[src/rtl/riscv_pkg.sv]
// Shared load/store definitions: access-size encodings, memory-stage states and lane helpers.
package riscv_pkg;

  typedef enum logic [2:0] {
    LS_B  = 3'b000,
    LS_H  = 3'b001,
    LS_W  = 3'b010,
    LS_BU = 3'b100,
    LS_HU = 3'b101
  } ls_funct3_e;

  typedef enum logic [1:0] {IDLE, REQ, WAIT, RESP} mem_state_e;

  localparam int unsigned LS_STORE_BIT = 3;

  function automatic logic funct3_ok(input logic [2:0] f3);
    case (f3)
      LS_B, LS_H, LS_W, LS_BU, LS_HU: return 1'b1;
      default:                        return 1'b0;
    endcase
  endfunction

  // Force the byte lane to the natural alignment of the access size.
  function automatic logic [1:0] natural_lane(input logic [2:0] f3, input logic [1:0] lane);
    case (f3[1:0])
      2'b00:   return lane;
      2'b01:   return {lane[1], 1'b0};
      default: return 2'b00;
    endcase
  endfunction

  function automatic logic misaligned(input logic [2:0] f3, input logic [1:0] lane);
    return ((f3[1:0] == 2'b01) && lane[0]) || ((f3[1:0] == 2'b10) && (lane != 2'b00));
  endfunction

endpackage

[src/rtl/ls_align.sv]
// Combinational lane steering: byte enables and replicated store data on the request side,
// lane extraction plus sign/zero extension on the load-return side.
module ls_align
  import riscv_pkg::*;
#(
  parameter int unsigned XLEN = 32
) (
  input  logic [1:0]      st_size,
  input  logic [1:0]      st_lane,
  input  logic [XLEN-1:0] st_data,
  output logic [3:0]      be,
  output logic [XLEN-1:0] wdata,
  input  logic [2:0]      ld_funct3,
  input  logic [1:0]      ld_lane,
  input  logic [XLEN-1:0] ld_rdata,
  output logic [XLEN-1:0] ld_val
);

  logic [XLEN-1:0] shifted;

  always_comb begin
    be    = 4'b1111;
    wdata = st_data;
    case (st_size)
      2'b00: begin
        be    = 4'b0001 << st_lane;
        wdata = {(XLEN/8){st_data[7:0]}};
      end
      2'b01: begin
        be    = 4'b0011 << st_lane;
        wdata = {(XLEN/16){st_data[15:0]}};
      end
      default: ;
    endcase
  end

  assign shifted = ld_rdata >> {ld_lane, 3'b000};

  always_comb begin
    ld_val = shifted;
    case (ld_funct3)
      LS_B:    ld_val = {{(XLEN-8){shifted[7]}}, shifted[7:0]};
      LS_BU:   ld_val = {{(XLEN-8){1'b0}}, shifted[7:0]};
      LS_H:    ld_val = {{(XLEN-16){shifted[15]}}, shifted[15:0]};
      LS_HU:   ld_val = {{(XLEN-16){1'b0}}, shifted[15:0]};
      default: ;
    endcase
  end

endmodule

[src/rtl/mem_access_stage.sv]
// Memory-access pipeline stage: one outstanding req/gnt/rvalid access, load alignment, writeback.
// Optional MISALIGN_TRAP_EN: trap misaligned H/W accesses instead of forcing natural alignment.
module mem_access_stage
  import riscv_pkg::*;
#(
  parameter int unsigned XLEN        = 32,
  parameter int unsigned TIMEOUT_CYC = 255
) (
  input  logic            clk,
  input  logic            rst_n,
  input  logic            ex_valid,
  output logic            ex_ready,
  input  logic            ex_is_ls,
  input  logic [3:0]      ex_ls_type,
  input  logic [XLEN-1:0] ex_addr,
  input  logic [XLEN-1:0] ex_data,
  input  logic [4:0]      ex_rd,
  output logic            dmem_req,
  output logic            dmem_we,
  output logic [3:0]      dmem_be,
  output logic [XLEN-1:0] dmem_addr,
  output logic [XLEN-1:0] dmem_wdata,
  input  logic            dmem_gnt,
  input  logic            dmem_rvalid,
  input  logic [XLEN-1:0] dmem_rdata,
  output logic            wb_valid,
  input  logic            wb_ready,
  output logic [4:0]      wb_rd,
  output logic [XLEN-1:0] wb_val,
  output logic [XLEN-1:0] mem_rd_val,
  output logic            bus_err
`ifdef MISALIGN_TRAP_EN
  ,
  output logic            misalign_trap
`endif
);

  localparam logic [7:0] TimeoutLast = 8'(TIMEOUT_CYC - 1);

  mem_state_e      state_q;
  logic [2:0]      funct3_q;
  logic [1:0]      lane_q;
  logic            is_store_q;
  logic [4:0]      rd_q;
  logic [7:0]      cnt_q;

  logic [2:0]      ex_f3;
  logic            ex_store;
  logic [1:0]      ex_lane;
  logic            accept;
  logic [3:0]      st_be;
  logic [XLEN-1:0] st_wdata;
  logic [XLEN-1:0] ld_val;

  assign ex_f3    = ex_ls_type[2:0];
  assign ex_store = ex_ls_type[LS_STORE_BIT];
  assign accept   = ex_valid & ex_ready;

`ifdef MISALIGN_TRAP_EN
  logic ex_misalign;
  assign ex_lane     = ex_addr[1:0];
  assign ex_misalign = misaligned(ex_f3, ex_addr[1:0]);
`else
  assign ex_lane = natural_lane(ex_f3, ex_addr[1:0]);
`endif

  ls_align #(.XLEN(XLEN)) u_align (
    .st_size  (ex_f3[1:0]),
    .st_lane  (ex_lane),
    .st_data  (ex_data),
    .be       (st_be),
    .wdata    (st_wdata),
    .ld_funct3(funct3_q),
    .ld_lane  (lane_q),
    .ld_rdata (dmem_rdata),
    .ld_val   (ld_val)
  );

  always_ff @(posedge clk or negedge rst_n) begin
    if (!rst_n) begin
      state_q       <= IDLE;
      funct3_q      <= '0;
      lane_q        <= '0;
      is_store_q    <= 1'b0;
      rd_q          <= '0;
      cnt_q         <= '0;
      ex_ready      <= 1'b0;
      dmem_req      <= 1'b0;
      dmem_we       <= 1'b0;
      dmem_be       <= '0;
      dmem_addr     <= '0;
      dmem_wdata    <= '0;
      wb_valid      <= 1'b0;
      wb_rd         <= '0;
      wb_val        <= '0;
      mem_rd_val    <= '0;
      bus_err       <= 1'b0;
`ifdef MISALIGN_TRAP_EN
      misalign_trap <= 1'b0;
`endif
    end else begin
      bus_err <= 1'b0;
`ifdef MISALIGN_TRAP_EN
      misalign_trap <= 1'b0;
`endif
      case (state_q)
        IDLE: begin
          ex_ready <= 1'b1;
          if (accept) begin
            ex_ready   <= 1'b0;
            cnt_q      <= '0;
            rd_q       <= ex_rd;
            funct3_q   <= ex_f3;
            lane_q     <= ex_lane;
            is_store_q <= ex_store;
            if (!ex_is_ls) begin
              state_q  <= RESP;
              wb_valid <= 1'b1;
              wb_rd    <= ex_rd;
              wb_val   <= ex_data;
            end else if (!funct3_ok(ex_f3)) begin
              state_q  <= RESP;
              wb_valid <= 1'b1;
              wb_rd    <= ex_store ? 5'd0 : ex_rd;
              wb_val   <= '0;
              bus_err  <= 1'b1;
`ifdef MISALIGN_TRAP_EN
            end else if (ex_misalign) begin
              state_q       <= RESP;
              wb_valid      <= 1'b1;
              wb_rd         <= '0;
              wb_val        <= '0;
              misalign_trap <= 1'b1;
`endif
            end else begin
              state_q    <= REQ;
              dmem_req   <= 1'b1;
              dmem_we    <= ex_store;
              dmem_be    <= st_be;
              dmem_addr  <= {ex_addr[XLEN-1:2], 2'b00};
              dmem_wdata <= ex_store ? st_wdata : '0;
            end
          end
        end
        REQ: begin
          if (dmem_gnt) begin
            state_q  <= WAIT;
            dmem_req <= 1'b0;
            cnt_q    <= '0;
          end else if (cnt_q == TimeoutLast) begin
            state_q  <= RESP;
            dmem_req <= 1'b0;
            wb_valid <= 1'b1;
            wb_rd    <= is_store_q ? 5'd0 : rd_q;
            wb_val   <= '0;
            bus_err  <= 1'b1;
          end else begin
            cnt_q <= cnt_q + 8'd1;
          end
        end
        WAIT: begin
          // rvalid is only looked at here, so a response coincident with gnt is dropped.
          if (dmem_rvalid) begin
            state_q  <= RESP;
            wb_valid <= 1'b1;
            wb_rd    <= is_store_q ? 5'd0 : rd_q;
            wb_val   <= (is_store_q || (rd_q == 5'd0)) ? '0 : ld_val;
          end else if (cnt_q == TimeoutLast) begin
            state_q  <= RESP;
            wb_valid <= 1'b1;
            wb_rd    <= is_store_q ? 5'd0 : rd_q;
            wb_val   <= '0;
            bus_err  <= 1'b1;
          end else begin
            cnt_q <= cnt_q + 8'd1;
          end
        end
        RESP: begin
          if (wb_ready) begin
            state_q    <= IDLE;
            wb_valid   <= 1'b0;
            mem_rd_val <= wb_val;
            ex_ready   <= 1'b1;
          end
        end
        default: state_q <= IDLE;
      endcase
    end
  end

endmodule

[config.mk]
export PLATFORM = sky130hd
export DESIGN_NAME = mem_access_stage
export DESIGN_NICKNAME = d
export VERILOG_FILES = /design/src/rtl/riscv_pkg.sv /design/src/rtl/ls_align.sv /design/src/rtl/mem_access_stage.sv
export SDC_FILE = /design/constraint.sdc
export NUM_CORES = 1
export LEC_CHECK = 0
export BUFFER_PORTS_ARGS = -buffer_cell sky130_fd_sc_hd__buf_4
export CAP_MARGIN = 40
export CORE_AREA = 2 2 196 121
export CTS_CLUSTER_DIAMETER = 40
export DETAILED_ROUTE_END_ITERATION = 8
export DIE_AREA = 0 0 198 123
export PLACE_DENSITY = 0.56
export SYNTH_ARGS = -nofsm -noshare
export SYNTH_HDL_FRONTEND = slang
export SYNTH_SLANG_ARGS = --single-unit
[constraint.sdc]
create_clock -name clk -period 2.85 [get_ports clk]
set_input_delay 0.855 -clock clk [delete_from_list [all_inputs] [get_ports clk]]
set_output_delay 0.855 -clock clk [all_outputs]
set_load 0.1 [all_outputs]
==> impl_metrics.tcl <==
set metrics [dict create \
    crit_type "flip-flop to flip-flop" \
    synth_edf_count 0 \
    drc 0 \
    worstMarginPinSlew_ns 0.751 \
    drv_slew 0 \
    path_cells "inv_1 > ha_1 > and2_0 > a22oi_2 > buf_4 > and3_1 > buf_12 > o221ai_1" \
    place_congestion 0.881 \
    hold_viol_final 0 \
    dr.first_iter.drc_count 591 \
    synthDominantCellAreaShare_pct 51.9 \
    cp_slowest_cell "dfrtp_1" \
    finalNetCount 1094 \
    async_flop_share_pct 100 \
    yosysSeqAreaShare_pct 51.9 \
    h-tree-depth 4 \
    cts_hold_buf 0 \
    antenna_found_initial 0 \
    grt_pass1_wl_um 41900 \
    multi_input_area_um2 3390 \
    port-buffer-count 251 \
    syn_inst 727 \
    synthesis.area_um2 7760 \
    grt_use_total_pct 23.6 \
    die_w_um 198 \
    fin_cells 1304 \
    setup_viol 0 \
    regArea_um2 4030 \
    avgSynthCellArea_um2 10.7 \
    post_cts_buffers 0 \
    routed_via_density 5.26 \
    fp.coreArea_um2 22700 \
    fin_worst_skew_ns 0.00585 \
    clk_latency_ns 0.44 \
    tns_ns 0 \
    drive_above_1_share_pct 38.5 \
    timing.rr.start "state_q[0]" \
    cts.repair.resized 0 \
    crit_fanout 29 \
    antenna_cells 0 \
    dp.cells 1272 \
    rows 43 \
    yosys_warnings 0 \
    fin_crit_sh_pct 82.2 \
    clockBufferDepth 2 \
    utilization_pct 47.3 \
    ys.flop_type "dfrtp_1" \
    arrival_ns 2.62 \
    status "complete, no violations" \
    n_fill_cell 2140 \
    clock_sinks 161 \
    r2r_slack_ns 0.51 \
    critPathBufInv 3 \
    cts_root_buf "clkbuf_16" \
    syn_to_final_growth_pct 38.1 \
    die_area_um2 24400 \
    final_antenna_net_count 0 \
    maxCapViolCount 0 \
    end_kind "flip-flop" \
    dp_hpwl_um 21700 \
    critPathLaunchType "flip-flop" \
    synth_top_area_cell "dfrtp_1" \
    yosysUniqueCellTypes 57 \
    floorplan.initialDensity_pct 34.3 \
    grt_pass1_vias 6510 \
    reg2regPathDepth 8 \
    io_pins 254 \
    critPathTopFamily "buffers and inverters" \
    placed_cell_area_um2 10100 \
    min_period_ns 2.34 \
    synthTopCellsByArea "dfrtp_1 (52%), mux2_2 (7.8%), nand2_1 (4.4%)" \
    fmax_mhz 427 \
    fin_area_um2 10700 \
    path_clk_slew_ns 0.06 \
    via_count 6853 \
    tritoncts "built" \
    max_stage_delay_ns 0.39 \
    drt_pass1_iterations 5 \
    drt_wl_total_um 28500 \
    numCtsBuffers 17 \
    rr_endpoint "wb_val[21]" \
    wl_per_cell_um 21.8 \
    critical_path_required_ns 3.13 \
    grt_overflow 0 \
    rsz0062_at_grt "no" \
    slew_headroom_pct 49.4 \
    min_path_type "input port to asynchronous set/reset pin" \
    yosys_register_bits 161 \
    die_h_um 123 \
    grt_max_degree 72 \
]
## Yosys cell counts (all sizes together) (2+ instances only)
cell / number
a21oi: 39
a221oi: 7
a22o: 10
a22oi: 10
a31oi: 3
a32oi: 4
and2: 4
and3: 5
buf: 16
clkbuf: 37
dfrtp: 161
ha: 6
inv: 31
mux2: 55
mux2i: 25
mux4: 9
nand2: 91
nand2b: 2
nand3: 9
nand4: 29
nor2: 27
nor2b: 10
nor3: 3
nor3b: 2
o2111ai: 2
o21a: 4
o21ai: 63
o221ai: 25
o22a: 3
o2bb2ai: 13
o31ai: 5
or2: 2
## cells by family after synthesis
kind of cell | after synthesis | share of synthesized area [%]
AO/OA/AOI/OAI | 198 | 17.3
AND/OR/NAND/NOR | 187 | 11.2
flip-flops | 161 | 51.9
multiplexers | 89 | 14.0
buffers and inverters | 85 | 4.55
adder cells (fa/ha/maj) | 6 | 0.967
other | 1 | 0.0483
## sequential cells by signal, summed over array words and instances, names as in the netlist, 2 cells and up
name / count
dmem_wdata: 32
funct3_q: 3
dmem_addr: 30
lane_q: 2
wb_rd: 5
cnt_q: 8
dmem_be: 4
wb_val: 32
state_q: 2
mem_rd_val: 32
rd_q: 5
## metal layers
metal  track usage [%]  wire, µm  vias up
met5                 0         0        -
met4              5.40       299        0
met3              6.63      2440       21
met2              30.7     11300      283
met1              37.7     14500     3390
li1                  -         -     3159
## worst max-delay path by stage
stage | startpoint | to | slack (ns) | cells past startpoint
after floorplan | ex_ready | wb_val[11] | 0.46 | 6
after global placement | dmem_rdata[31] | wb_val[21] | 0.30 | 5
after detailed placement | dmem_rdata[31] | wb_val[24] | 0.24 | 5
after CTS | state_q[0] | wb_val[21] | 0.51 | 8
after global routing | state_q[0] | wb_val[21] | 0.33 | 7
final | state_q[0] | wb_val[21] | 0.51 | 8
## area by class of cell
| type | instances | area share (%) |
|---|---|---|
| tap | 315 | 3.68 |
| multi-input combinational | 482 | 31.6 |
| clock inverter | 10 | 1.24 |
| inverter | 32 | 1.12 |
| sequential | 161 | 37.6 |
| clock buffer | 22 | 4.42 |
| timing repair buffer | 282 | 20.4 |
## layout by cell type (no fill, tap or decap), drive strengths merged, types with 2 or more instances in the layout
cell type,synthesis,routed
a32oi,4,4
clkinvlp,0,3
o22a,3,3
a22oi,10,10
clkbuf,37,22
o2bb2ai,13,13
conb,1,2
a22o,10,10
or2,2,2
o221ai,25,25
a21oi,39,39
a221oi,7,7
mux4,9,9
and3,5,5
clkinv,1,5
buf,16,282
nand2b,2,2
o2111ai,2,2
nor2b,10,10
bufinv,0,3
nand3,9,9
a31oi,3,3
o31ai,5,5
nor3,3,3
nand4,29,29
o21ai,63,63
mux2,55,55
ha,6,6
and2,4,4
nor2,27,27
inv,31,31
mux2i,25,25
o21a,4,4
nand2,91,91
nor3b,2,2
dfrtp,161,161
## through the flow
step / setup slack, ns / hold slack (ns)
finish: 0.507 / 0.345
detailed placement: 0.237 / 0.469
global route: 0.332 / 0.371
floorplan: 0.456 / 0.461
CTS: 0.515 / 0.374
global placement: 0.298 / 0.466
Power is left out: the tool's default activity adds up to more than one toggle a clock period on the data nets, which glitch-free logic cannot reach.
